### src/rtl/bus_decoder_if.sv
// CPU data-port / slave-side signal bundle for bus_decoder.
// slave modport: the decoder's view. master modport: CPU plus slaves around it.
interface bus_decoder_if #(
  parameter int NUM_SLAVES = 3,
  parameter int DATA_W     = 32
) ();
  logic                         cpud_request;
  logic [31:0]                  cpud_addr;
  logic [DATA_W-1:0]            cpud_rdata;
  logic                         cpud_ack;
  logic                         cpud_error;
  logic [NUM_SLAVES-1:0]        slv_req;
  logic [NUM_SLAVES-1:0]        slv_ack;
  logic [NUM_SLAVES*DATA_W-1:0] slv_rdata;

  modport slave (
    input  cpud_request, cpud_addr, slv_ack, slv_rdata,
    output cpud_rdata, cpud_ack, cpud_error, slv_req
  );

  modport master (
    output cpud_request, cpud_addr, slv_ack, slv_rdata,
    input  cpud_rdata, cpud_ack, cpud_error, slv_req
  );
endinterface

### src/rtl/bus_decoder.sv
// CPU data-bus decoder: routes one outstanding request to the lowest-index
// slave whose base/mask matches, and returns that slave's ack/read data.
// Unmapped addresses end with an error ack. Optional BUSY timeout enabled by
// defining BUS_DECODER_TIMEOUT_EN.
module bus_decoder #(
  parameter int                     NUM_SLAVES     = 3,
  parameter int                     DATA_W         = 32,
  parameter logic [NUM_SLAVES*32-1:0] SLAVE_BASE   = {32'hFFFF0000, 32'hE0000000, 32'h00000000},
  parameter logic [NUM_SLAVES*32-1:0] SLAVE_MASK   = {32'hFFFF0000, 32'hFFFF0000, 32'hFC000000},
  parameter int                     TIMEOUT_CYCLES = 255
) (
  input  logic          clock,
  input  logic          resetn,
  bus_decoder_if.slave  bus
);

  localparam int SEL_W = (NUM_SLAVES > 1) ? $clog2(NUM_SLAVES) : 1;

  if (NUM_SLAVES < 1 || NUM_SLAVES > 16) begin : g_bad_num_slaves
    $error("bus_decoder: NUM_SLAVES must be 1..16");
  end
  if (TIMEOUT_CYCLES < 1 || TIMEOUT_CYCLES > 65535) begin : g_bad_timeout
    $error("bus_decoder: TIMEOUT_CYCLES must be 1..65535");
  end

  typedef enum logic [1:0] {ST_IDLE, ST_BUSY, ST_ERR} state_t;

  state_t           state, state_nxt;
  logic [SEL_W-1:0] sel;
  logic [SEL_W-1:0] hit_idx;
  logic             hit;
  logic             accept;
  logic             sel_ack;

  // Address decode: scan downwards so the lowest matching index is left last.
  always_comb begin
    hit     = 1'b0;
    hit_idx = '0;
    for (int unsigned i = NUM_SLAVES; i > 0; i--) begin
      if ((bus.cpud_addr & SLAVE_MASK[32*(i-1) +: 32]) == SLAVE_BASE[32*(i-1) +: 32]) begin
        hit     = 1'b1;
        hit_idx = SEL_W'(i-1);
      end
    end
  end

  assign accept  = (state == ST_IDLE) && bus.cpud_request && hit;
  assign sel_ack = bus.slv_ack[sel];

`ifdef BUS_DECODER_TIMEOUT_EN
  localparam logic [15:0] TO_LAST = 16'(TIMEOUT_CYCLES - 1);

  logic [15:0] cnt;
  logic        timeout;

  // Count BUSY cycles without the selected slave's ack; cleared on accept.
  always_ff @(posedge clock or negedge resetn) begin
    if (!resetn)
      cnt <= '0;
    else if (accept)
      cnt <= '0;
    else if (state == ST_BUSY && !sel_ack)
      cnt <= cnt + 16'd1;
  end

  // Limit is reached in the BUSY cycle whose increment would hit TIMEOUT_CYCLES.
  assign timeout = (cnt == TO_LAST);
`endif

  // State and selected-slave registers.
  always_ff @(posedge clock or negedge resetn) begin
    if (!resetn) begin
      state <= ST_IDLE;
      sel   <= '0;
    end else begin
      state <= state_nxt;
      if (accept)
        sel <= hit_idx;
    end
  end

  // Next-state logic; requests outside IDLE are dropped.
  always_comb begin
    state_nxt = state;
    case (state)
      ST_IDLE: if (bus.cpud_request) state_nxt = hit ? ST_BUSY : ST_ERR;
      ST_BUSY: begin
        if (sel_ack)
          state_nxt = ST_IDLE;
`ifdef BUS_DECODER_TIMEOUT_EN
        else if (timeout)
          state_nxt = ST_ERR;
`endif
      end
      ST_ERR:  state_nxt = ST_IDLE;
      default: state_nxt = ST_IDLE;
    endcase
  end

  // Outputs: same-cycle request fan-out and same-cycle completion return.
  always_comb begin
    bus.slv_req    = '0;
    bus.cpud_ack   = 1'b0;
    bus.cpud_error = 1'b0;
    bus.cpud_rdata = '0;
    if (accept && resetn)
      bus.slv_req = NUM_SLAVES'(1) << hit_idx;
    case (state)
      ST_BUSY: begin
        bus.cpud_ack = sel_ack;
        if (sel_ack)
          bus.cpud_rdata = bus.slv_rdata[DATA_W*int'(sel) +: DATA_W];
      end
      ST_ERR: begin
        bus.cpud_ack   = 1'b1;
        bus.cpud_error = 1'b1;
      end
      default: ;
    endcase
  end

endmodule

### src/flat_wrapper.sv
// flat-port wrapper written by rule: the top's interface ports become plain ports
module bus_decoder_flat 
#(
  parameter int                     NUM_SLAVES     = 3,
  parameter int                     DATA_W         = 32,
  parameter logic [NUM_SLAVES*32-1:0] SLAVE_BASE   = {32'hFFFF0000, 32'hE0000000, 32'h00000000},
  parameter logic [NUM_SLAVES*32-1:0] SLAVE_MASK   = {32'hFFFF0000, 32'hFFFF0000, 32'hFC000000},
  parameter int                     TIMEOUT_CYCLES = 255
)
  (clock, resetn, bus_cpud_request, bus_cpud_addr, bus_slv_ack, bus_slv_rdata, bus_cpud_rdata, bus_cpud_ack, bus_cpud_error, bus_slv_req);
  bus_decoder_if #(.NUM_SLAVES(NUM_SLAVES), .DATA_W(DATA_W)) bus_i ();
  input  logic clock;
  input  logic resetn;
  input wire logic [$bits(bus_i.cpud_request)-1:0] bus_cpud_request;
  input wire logic [$bits(bus_i.cpud_addr)-1:0] bus_cpud_addr;
  input wire logic [$bits(bus_i.slv_ack)-1:0] bus_slv_ack;
  input wire logic [$bits(bus_i.slv_rdata)-1:0] bus_slv_rdata;
  output wire logic [$bits(bus_i.cpud_rdata)-1:0] bus_cpud_rdata;
  output wire logic [$bits(bus_i.cpud_ack)-1:0] bus_cpud_ack;
  output wire logic [$bits(bus_i.cpud_error)-1:0] bus_cpud_error;
  output wire logic [$bits(bus_i.slv_req)-1:0] bus_slv_req;
  assign bus_i.cpud_request = bus_cpud_request;
  assign bus_i.cpud_addr = bus_cpud_addr;
  assign bus_i.slv_ack = bus_slv_ack;
  assign bus_i.slv_rdata = bus_slv_rdata;
  assign bus_cpud_rdata = bus_i.cpud_rdata;
  assign bus_cpud_ack = bus_i.cpud_ack;
  assign bus_cpud_error = bus_i.cpud_error;
  assign bus_slv_req = bus_i.slv_req;
  bus_decoder #(.NUM_SLAVES(NUM_SLAVES), .DATA_W(DATA_W), .SLAVE_BASE(SLAVE_BASE), .SLAVE_MASK(SLAVE_MASK), .TIMEOUT_CYCLES(TIMEOUT_CYCLES)) u_core (.clock(clock), .resetn(resetn), .bus(bus_i));
endmodule
### config.mk
export PLATFORM = sky130hd
export DESIGN_NAME = bus_decoder_flat
export DESIGN_NICKNAME = d
export VERILOG_FILES = /design/src/rtl/bus_decoder_if.sv /design/src/rtl/bus_decoder.sv /design/src/flat_wrapper.sv
export SDC_FILE = /design/constraint.sdc
export NUM_CORES = 1
export LEC_CHECK = 0
export ABC_AREA = 1
export BUFFER_PORTS_ARGS = -buffer_cell sky130_fd_sc_hd__buf_2
export CAP_MARGIN = 40
export CORE_AREA = 2 2 67 69
export CTS_BUF_LIST = sky130_fd_sc_hd__clkbuf_16
export CTS_CLUSTER_DIAMETER = 120
export DETAILED_ROUTE_END_ITERATION = 6
export DIE_AREA = 0 0 69 71
export HOLD_SLACK_MARGIN = 0.1
export PLACE_DENSITY = 0.88
export SETUP_SLACK_MARGIN = 0.5
export SLEW_MARGIN = 20
export SYNTH_ARGS = -nofsm -noshare
export SYNTH_HDL_FRONTEND = slang
export SYNTH_SLANG_ARGS = --single-unit
### constraint.sdc
create_clock -name clock -period 1.5 [get_ports clock]
set_clock_uncertainty 0.2 [all_clocks]
set_input_delay 0.15 -clock clock [delete_from_list [all_inputs] [get_ports clock]]
set_output_delay 0.15 -clock clock [all_outputs]
set_load 0.01 [all_outputs]
Word-level counts from Yosys, hierarchy flattened
Index checks and enable logic that the tools add are counted.

Bits in registers: 4. Bits in latches: 0. Bits in writable memories: 0. Bits in read-only memories: 0. Output and inout port bits: 37. Word-level logic and storage cells: 34. Memories kept: 0.

Add/subtract/negate cells: 0. Multipliers: 0. Div/mod/pow operators: 0. Order comparisons: 1. Eq/ne operators: 6. Shift-type cells: 2. Multiplexer cells: 17. Bitwise logic cells: 0. Reductions and logical operators: 6.

Operators with widths (number): 96-bit by 8-bit variable part select with 32-bit output (1); 32-bit two-way mux (2); 16-bit equality test, second input constant (2); 32-bit zero test (1); 2-bit two-way mux (6); 1-bit two-way mux (5); 2-bit one-hot mux with 2 select lines (1); 1-bit logical AND (3); 2-bit by 3-bit < comparator with 1-bit output, second input constant (1); 3-bit two-way mux (1); 1-bit by 2-bit << shifter with 3-bit output, first input constant (1); 1-bit binary-select mux with 2-bit select (1); 2-bit by 1-bit equality test with 1-bit output, second input constant (1); 2-bit equality test, second input constant (1); 2-bit zero test (1); 2-bit by 1-bit inequality test with 1-bit output, second input constant (1); 2-bit inequality test, second input constant (1); 1-bit one-hot mux with 2 select lines (1); 2-bit AND reduction (1).

Logic depth before layout (Yosys ltp)
Gate-level depths: netlist (run 1).

Depth in word-level cells: 7. Gate-level depth with buffers: 9. Gate-level depth less buffers: 9.

Worst setup path before layout (run 1)
No wires, ideal clock.

Kind: reg2out. Start: register u_core.sel[0]. End: output port bus_cpud_rdata[10]. Data arrival time: 1.158 ns. Data required time: 1.150 ns. Setup slack: -0.008 ns. Cell stages (with the launch flop): 8. Path buffers: 2. Path through: dfrtp_1 buf_6 nor2_4 nand2_1 nand2_2 nand2_4 buf_6 nor2_1.

Longest elaborated chain between the ends: 4. Elaborated cells on any way between the ends: 5. Classes of those cells: 1 x shift; 4 x mux.

Ends and longest elaborated chain: from (decl) (line bus_decoder.sv:29) `logic [SEL_W-1:0] sel;`; from (signal assigned) (line bus_decoder.sv:78) `sel <= hit_idx;`; branches (longest 2 deep; another with 96-bit by 8-bit variable part select with 32-bit output); 32-bit two-way mux * (line bus_decoder.sv:111) `if (sel_ack)`; 32-bit two-way mux * (line bus_decoder.sv:108) `case (state)`; to (decl) (line flat_wrapper.sv:18) `output wire logic [$bits(bus_i.cpud_rdata)-1:0] bus_cpud_rdata;`.

Every way passes the cells marked *. The select of a mux whose other input is x is not followed.

Worst setup path in the final report (run 1)
Start: register u_core.sel[0]. End: output port bus_cpud_rdata[27].

Same word-level chain as after synthesis.

==> results of run 1 <==
-- sequential cells by signal, summed over array words and instances (netlist names) --
register	flops
u_core.sel	2
u_core.state	2
-- placed cells by master (no fill, tap or decap), drive strengths merged --
| cell type | synthesis | routed |
|---|---|---|
| nor2 | 82 | 82 |
| nand2 | 32 | 32 |
| buf | 10 | 182 |
| o21ai | 34 | 34 |
| nor3 | 1 | 1 |
| dlygate4sd3 | 0 | 1 |
| nand4 | 2 | 2 |
| a21boi | 1 | 1 |
| a2bb2oi | 32 | 32 |
| dfrtp | 4 | 4 |
| ha | 3 | 3 |
| clkbuf | 6 | 4 |
| inv | 17 | 17 |
| nand3 | 5 | 5 |
-- path summary, 6_finish.rpt --
| path | startpoint | endpoint | slack (ns) | cells after the start |
|---|---|---|---|---|
| min in group clock | bus_cpud_request | u_core.state[0] | 0.14 | 6 |
| worst min register to register | u_core.state[0] | u_core.state[0] | 0.31 | 2 |
| worst max-delay path | u_core.sel[0] | bus_cpud_rdata[27] | -0.37 | 6 |
| max in group asynchronous | resetn | u_core.sel[0] | 0.81 | 2 |
| worst min-delay path | resetn | u_core.sel[1] | 0.11 | 2 |
| worst max register to register | u_core.state[0] | u_core.sel[1] | -0.05 | 10 |
-- synthesized netlist by cell type --
master | number | area (sq um)
nor2_1 | 81 | 304
o21ai_0 | 33 | 165
a2bb2oi_1 | 32 | 280
nand2_1 | 30 | 113
inv_1 | 15 | 56.3
buf_2 | 6 | 30.0
clkbuf_1 | 6 | 22.5
nand3_1 | 5 | 25.0
buf_6 | 4 | 45.0
dfrtp_1 | 4 | 100
ha_1 | 3 | 37.5
inv_2 | 2 | 7.51
nand4_1 | 2 | 12.5
a21boi_0 | 1 | 7.51
nand2_2 | 1 | 6.26
nand2_4 | 1 | 11.3
nor2_4 | 1 | 11.3
nor3_1 | 1 | 5.00
o21ai_1 | 1 | 5.00
-- where the power goes --
part | switching (mW) | internal (mW) | leakage, nW | total (mW)
clock network | 0.0727 | 0.340 | 0.0370 | 0.413
logic | 0.162 | 0.228 | 1.38 | 0.390
registers | 0.00246 | 0.114 | 0.0525 | 0.116
total | 0.237 | 0.682 | 1.47 | 0.919
-- kinds of logic after synthesis --
family,share of synthesized area
compound gates,0.368
simple gates,0.392
fa+ha+maj,0.0302
buf+inv,0.130
flops,0.0804
-- what timing repair did --
action / in CTS / in global routing
endpoints found under the setup margin: 41 / 41
resized for setup: 20 / 15
buffers inserted: 5 / 3
gates cloned: 0 / 1
endpoints found under the hold margin: 4 / 0
hold buffers: 1 / 0
pin swaps: 4 / 4
-- critical path, stage by stage, from the launching register on --
cell	delay, ns
dfrtp_2	0.44
buf_4	0.15
buf_4	0.15
o21ai_0	0.16
a2bb2oi_1	0.22
nor2_2	0.04
buf_2	0.13
-- metal layers --
| layer | track usage | part of all wire | vias up | wire length, um |
|---|---|---|---|---|
| met5 | 0 | 0 | - | 0 |
| met4 | 0.0501 | 0.0091 | 0 | 50 |
| met3 | 0.0271 | 0.073 | 6 | 398 |
| met2 | 0.428 | 0.54 | 106 | 2980 |
| met1 | 0.234 | 0.37 | 974 | 2050 |
| li1 | - | - | 1110 | - |
-- layout make-up --
| cell class | instances | area (sq um) | area share |
|---|---|---|---|
| Tap cell | 52 | 65.1 | 0.0251 |
| Timing Repair Buffer | 184 | 1100 | 0.426 |
| Sequential cell | 4 | 101 | 0.0392 |
| Clock buffer | 3 | 75.1 | 0.0290 |
| Multi-Input combinational cell | 192 | 1180 | 0.456 |
| Inverter | 17 | 63.8 | 0.0247 |
-- per-stage QoR --
step | setup slack (ns) | utilization
finish | -0.370 | 0.615
CTS | -0.356 | 0.593
floorplan | 0.0172 | -
global placement | -0.0991 | 0.542
detailed placement | -0.146 | 0.542
global route | -0.457 | 0.615
==> results.yml, run 1 <==
timing:
  rsz0062_at_grt: "yes"
  whs_ns: 0.110
  setup_viol: 37
  finalSetupTns_ns: -11.34
  tightest_slew_ns: 0.220
  fmax_mhz: 535
  setup_slack_ns: -0.370
  finalMaxSlewViolations: 0
  period_needed_ns: 1.87
  max_slew_margin: 0.852
  fin_crit_sh: 1.25
  hold_violations: 0
cts:
  clk_latency_ns: 0.22
  cts.sinks: 4
  cts_tree: "yes"
  path_clk_slew_ns: 0.03
  cts_buffers: 3
  cts_buffer_depth: 2
  root_buffer: "clkbuf_16"
  h-tree-depth: 1
routing:
  drt_iter0_markers: 75
  antenna_left: 0
  drt-total-wl_um: 5480
  firstDrtPassIters: 4
  drc: 0
  avgRoutedWirePerCell_um: 12.1
  via_per_inst: 4.86
  vias: 2196
finish:
  fillers: 384
  design_area_sq_um: 2590
  area_growth_syn_to_layout_pct: 108
  drive_gt1_frac: 0.615
  num_antenna_cells: 0
  nNetsFinal: 539
  fin_cells: 452
die:
  die_height_um: 71
  dieArea_sq_um: 4900
  coreArea_sq_um: 4200
  boundaryPins: 171
  die_x_um: 69
  start_util: 0.296
  row_count: 24
worst_setup_path:
  cp.required_ns: 1.15
  cp_max_fo: 7
  cp-end-kind: "output port"
  cp_data_arrival_time_ns: 1.52
  crit_path_start_kind: "flop"
  critPathKind: "reg -> out"
synthesis:
  ys_warn_count: 0
  synth_seq_cells: 4
  syn-cell-area_sq_um: 1240
  synth_cells: 229
  postSynthAreaPerCell_sq_um: 5.44
  ys_seq_area_frac: 0.0804
  synth.distinct_cells: 19
  syn-num-nets: 366
global_route:
  grt_start_max_net_pins: 33
  grtUsageTotal: 0.213
  grt_first_pass_wirelength_um: 8830
  antenna_found_initial: 0
  overflow: 0
  grt_pass1_vias: 2059
place:
  portBuffers: 154
  dp_hpwl_um: 4210
  place_congestion: 0.849
  dpl_cell_area_sq_um: 2280
  placed_cells: 439
run:
  drv_cap: 0
pwr:
  powerDensity_nw_per_um2: 355
  ir_worst_vdd_mv: 0.481
  p_total_mw: 0.919
  p_leak_nw: 1.47
run_status:
  violations: "negative setup slack"
  status: "complete, but fails checks"
min_path:
  hold_class: "in -> async"
(Power assumes the default switching activity.)
==> run 2: changes to the inputs <==
==> constraint.sdc (replaced) <==
create_clock -name clock -period 1.5 [get_ports clock]
set_clock_uncertainty 0.2 [all_clocks]
set_input_delay 0.075 -clock clock [delete_from_list [all_inputs] [get_ports clock]]
set_output_delay 0.075 -clock clock [all_outputs]
set_load 0.01 [all_outputs]
==> run 2 against run 1 <==
  * The run still ends with negative setup slack left
  * Worst hold slack lost 0.083 ns
  * Via count is 2.7% higher
  * Clock power is 1% lower
  * Largest cell class unchanged
==> results.yml, run 2 (synthesized netlist as in run 1, its figures left out) <==
run_status:
  status: "complete, but fails checks"
  violations: "negative setup slack"
cts:
  cts_buffers: 3
  postCtsHoldBufs: 1
  h-tree-depth: 1
  cts_buffer_depth: 2
  cts_tree: "yes"
  clk_latency_ns: 0.22
  cts.sinks: 4
  root_buffer: "clkbuf_16"
  path_clk_slew_ns: 0.03
pwr:
  comb_power_share: 0.453
  pwr-share-clk: 0.425
  p_leak_nw: 1.52
  netSwitchingFraction: 0.261
  powerDensity_nw_per_um2: 358
  power_switching_mw: 0.251
  p_total_mw: 0.961
  internal_power_mw: 0.710
  pwr-share-seq: 0.122
  ir_worst_vdd_mv: 0.323
routing:
  drc: 0
  drt_iter0_markers: 79
  antenna_left: 0
  via_per_inst: 4.92
  vias: 2256
  avgRoutedWirePerCell_um: 12.3
  drt-total-wl_um: 5640
  firstDrtPassIters: 4
timing:
  setup_viol: 40
  tightest_slew_ns: 0.284
  fin_crit_sh: 1.20
  rsz0062_at_grt: "yes"
  hold_violations: 0
  finalSetupTns_ns: -9.53
  max_slew_margin: 0.810
  period_needed_ns: 1.80
  setup_slack_ns: -0.300
  finalMaxSlewViolations: 0
  whs_ns: 0.0269
  fmax_mhz: 556
run:
  drv_cap: 0
finish:
  num_antenna_cells: 0
  area_growth_syn_to_layout_pct: 116
  seqCellArea_sq_um: 101
  layout_common_cells: "buf_2 (150), nor2_1 (47), nor2_2 (31), o21ai_0 (27), a2bb2oi_1 (27)"
  fillers: 386
  final_common_cell: "buf_2"
  reg_top3: "u_core.sel (2), u_core.state (2)"
  multi_input_area_sq_um: 1200
  fin_cells: 459
  nNetsFinal: 546
  drive_gt1_frac: 0.629
global_route:
  grt_start_max_net_pins: 33
  antenna_found_initial: 0
  overflow: 0
  grtUsageTotal: 0.215
  grt_first_pass_wirelength_um: 9030
  grt_pass1_vias: 2223
worst_setup_path:
  critPathKind: "reg -> out"
  crit_path_start_kind: "flop"
  reg2reg_setup_slack_ns: -0.15
  r2r-start: "u_core.state[0]"
  cp_data_arrival_time_ns: 1.52
  r2r-end: "u_core.sel[1]"
  cp-end-kind: "output port"
  cp.required_ns: 1.22
  reg2reg_depth: 11
  cp_max_fo: 26
place:
  place_congestion: 0.823
  pre_cts_ws_ns: -0.0885
  placed_cells: 439
  dp_hpwl_um: 4250
  portBuffers: 154
die:
  die_x_um: 69
  coreArea_sq_um: 4200
  start_util: 0.296
  die_height_um: 71
  row_count: 24
  dieArea_sq_um: 4900
  boundaryPins: 171
min_path:
  hold_class: "in -> async"
[run 2: worst max path at each step]
stage | from | end | slack, ns | cells after the start
finish | u_core.sel[0] | bus_cpud_rdata[18] | -0.30 | 5
global route | u_core.sel[0] | bus_cpud_rdata[26] | -0.37 | 8
CTS | u_core.sel[0] | bus_cpud_rdata[21] | -0.28 | 8
detailed placement | u_core.sel[0] | bus_cpud_rdata[31] | -0.09 | 7
global placement | u_core.sel[0] | bus_cpud_rdata[31] | -0.03 | 8
floorplan | u_core.sel[0] | bus_cpud_rdata[10] | 0.09 | 7
[run 2: stage by stage]
| stage | utilization | cell area [sq um] |
|---|---|---|
| 2_1_floorplan | - | 1360 |
| 3_3_place_gp | 0.542 | 2280 |
| 3_5_place_dp | 0.542 | 2280 |
| 4_1_cts | 0.597 | 2510 |
| 5_1_grt | 0.639 | 2690 |
| 6_report | 0.639 | 2690 |
[run 2: power groups by stage]
stage,Sequential (mW),Clock (mW),Combinational [mW]
5_1_grt,0.118,0.423,0.483
3_5_place_dp,0.118,0,0.339
6_report,0.118,0.408,0.436
4_1_cts,0.118,0.410,0.397
2_1_floorplan,0.118,0,0.136
3_3_place_gp,0.117,0,0.327
[run 2: timing repair]
item / in CTS / in global routing
setup buffers: 8 / 7
endpoints found under the hold margin: 7 / 4
setup endpoints to repair: 41 / 41
resized for setup: 24 / 26
pin swaps: 4 / 6
gates cloned: 0 / 1
[run 2: worst max-delay path, stage by stage (launching register included)]
cell       delay, ns
dfrtp_2         0.45
buf_6           0.19
o21ai_0         0.20
a2bb2oi_1       0.30
nor2_4          0.05
buf_6           0.12
[run 2: area by class of cell]
type                       instances  area share
tap                               52      0.0242
inverter                          17      0.0247
multi-input combinational        192       0.448
sequential                         4      0.0377
timing repair buffer             191       0.438
clock buffer                       3      0.0279
[run 2: metal layers]
layer	vias to the layer above	track usage	wire length, um
li1	1122	-	-
met1	1003	0.229	2080
met2	122	0.443	3050
met3	9	0.0356	443
met4	0	0.0370	66
met5	-	0	0
==> run 3: changes to the inputs <==
Settings changed: CORE_AREA 2 2 67 69 to 2 2 66 68, DIE_AREA 0 0 69 71 to 0 0 68 70, PLACE_DENSITY 0.88 to 0.81.
Clock period 1.5 ns to 2.2 ns, I/O delays scaled along.
==> run 3 against run 2 <==
  * The run now ends clean
  * Sequential power fell by 32%
  * Combinational power is 37% lower
  * Via count shrank 3.8%
  * First-iteration DRC count is 28% higher
  * Global-route usage decreased by 0.17 points
  * Design area shrank 4.1%
  * Wire length rose by 3.6%
  * Critical endpoint is now bus_cpud_rdata[12]
  * Highest routed layer unchanged
==> results.yml, run 3 (synthesized netlist as in run 1, its figures left out) <==
finish:
  fillers: 381
  nNetsFinal: 533
  multi_input_area_sq_um: 1270
  utilization: 0.622
  final_common_cell: "buf_2"
  reg_top3: "u_core.sel (2), u_core.state (2)"
  seqCellArea_sq_um: 101
  layout_common_cells: "buf_2 (147), nor2_1 (62), nand2_1 (27), o21ai_0 (23), a2bb2oi_1 (23)"
  fin_cells: 446
  num_antenna_cells: 0
  drive_gt1_frac: 0.569
  area_growth_syn_to_layout_pct: 107
  design_area_sq_um: 2580
worst_setup_path:
  cp_max_fo: 8
  cp_slowest_cell: "dfrtp_2"
  cpPeakStageDelay_ns: 0.43
  cp-end-kind: "output port"
  critPathKind: "reg -> out"
  cp_cell_sequence: "buf_6 -> nor2_4 -> nand2_4 -> nand2_8 -> nand2_4 -> nor2_1 -> buf_2"
  cp_data_arrival_time_ns: 1.54
  r2r-start: "u_core.sel[0]"
  crit_path_start_kind: "flop"
  cp.required_ns: 1.89
  reg2reg_setup_slack_ns: 0.62
  crit_top_cell: "nand2_4"
  critPathLaunch: "u_core.sel[0]"
timing:
  finalMaxSlewViolations: 0
  tightest_slew_ns: 0.279
  finalSetupTns_ns: 0
  period_needed_ns: 1.85
  rsz0062_at_grt: "yes"
  fmax_mhz: 540
  whs_ns: 0.0864
  setup_slack_ns: 0.350
  hold_violations: 0
  fin_crit_sh: 0.841
  setup_viol: 0
  max_slew_margin: 0.814
run:
  drv_cap: 0
global_route:
  grtUsageTotal: 0.214
  grt_first_pass_wirelength_um: 8160
  grt_pass1_vias: 1974
  antenna_found_initial: 0
  overflow: 0
  grt_start_max_net_pins: 23
pwr:
  pwr-share-seq: 0.126
  power_switching_mw: 0.173
  p_total_mw: 0.638
  pwr-share-clk: 0.445
  p_leak_nw: 1.44
  comb_power_share: 0.429
  netSwitchingFraction: 0.272
  powerDensity_nw_per_um2: 248
  internal_power_mw: 0.465
  ir_worst_vdd_mv: 0.312
place:
  portBuffers: 154
  pre_cts_ws_ns: 0.430
  place_congestion: 0.733
  dp_hpwl_um: 3790
  placed_cells: 425
  dpl_cell_area_sq_um: 2030
min_path:
  hold_class: "in -> reg"
  min_from: "bus_cpud_addr[19]"
cts:
  cts_buffers: 3
  cts.sinks: 4
  cts_buffer_depth: 2
  clk_latency_ns: 0.23
  root_buffer: "clkbuf_16"
  cts_tree: "yes"
  h-tree-depth: 1
  path_clk_slew_ns: 0.03
die:
  start_util: 0.300
  coreArea_sq_um: 4140
  boundaryPins: 171
  die_height_um: 70
  die_x_um: 68
  dieArea_sq_um: 4760
  row_count: 24
routing:
  vias: 2171
  via_per_inst: 4.87
  antenna_left: 0
  avgRoutedWirePerCell_um: 13.1
  firstDrtPassIters: 4
  drt_iter0_markers: 101
  drt-total-wl_um: 5840
  drc: 0
run_status:
  status: "completed"
==> run 3: worst max-delay path: cells and delay by family, from the launching register on <==
family	cells	cell delay (ns)
buffers and inverters	2	0.27
AND/OR/NAND/NOR	5	0.61
flip-flops	1	0.43
==> run 3: final cells by class <==
cell class / count / area share
multi-input cells: 196 / 0.492
flip-flops and latches: 4 / 0.0393
inverters: 17 / 0.0267
well taps: 52 / 0.0252
repair buffers: 174 / 0.388
clock buffers: 3 / 0.0291
==> run 3: path summary, 6_finish.rpt <==
check	end	cells past startpoint
worst max-delay path	bus_cpud_rdata[12]	7
worst min-delay path	u_core.sel[0]	6
worst max register to register	u_core.state[1]	8
worst min register to register	u_core.sel[1]	2
max in group asynchronous	u_core.sel[0]	3
min in group asynchronous	u_core.sel[1]	3
==> run 3: power by group through the flow <==
stage                     Clock [mW]  Sequential (mW)  Combinational (mW)
after floorplan                    0           0.0806              0.0810
after global routing           0.291           0.0807               0.301
after detailed placement           0           0.0810               0.202
after CTS                      0.284           0.0800               0.242
final                          0.284           0.0806               0.274
after global placement             0           0.0811               0.196
==> run 3: metal layers <==
metal	global-route usage	routed length, um
met1	0.228	2310
met2	0.412	3040
met3	0.0419	473
met4	0.0467	16
met5	0	0
==> run 3: timing repair <==
action | 4_1_cts | 5_1_grt
buffers inserted | 8 | 3
pin swaps | 15 | 6
endpoints found under the hold margin | 6 | 0
hold buffers | 3 | 0
setup endpoints to repair | 35 | 35
cloned | 3 | 1
gates resized for setup | 34 | 48
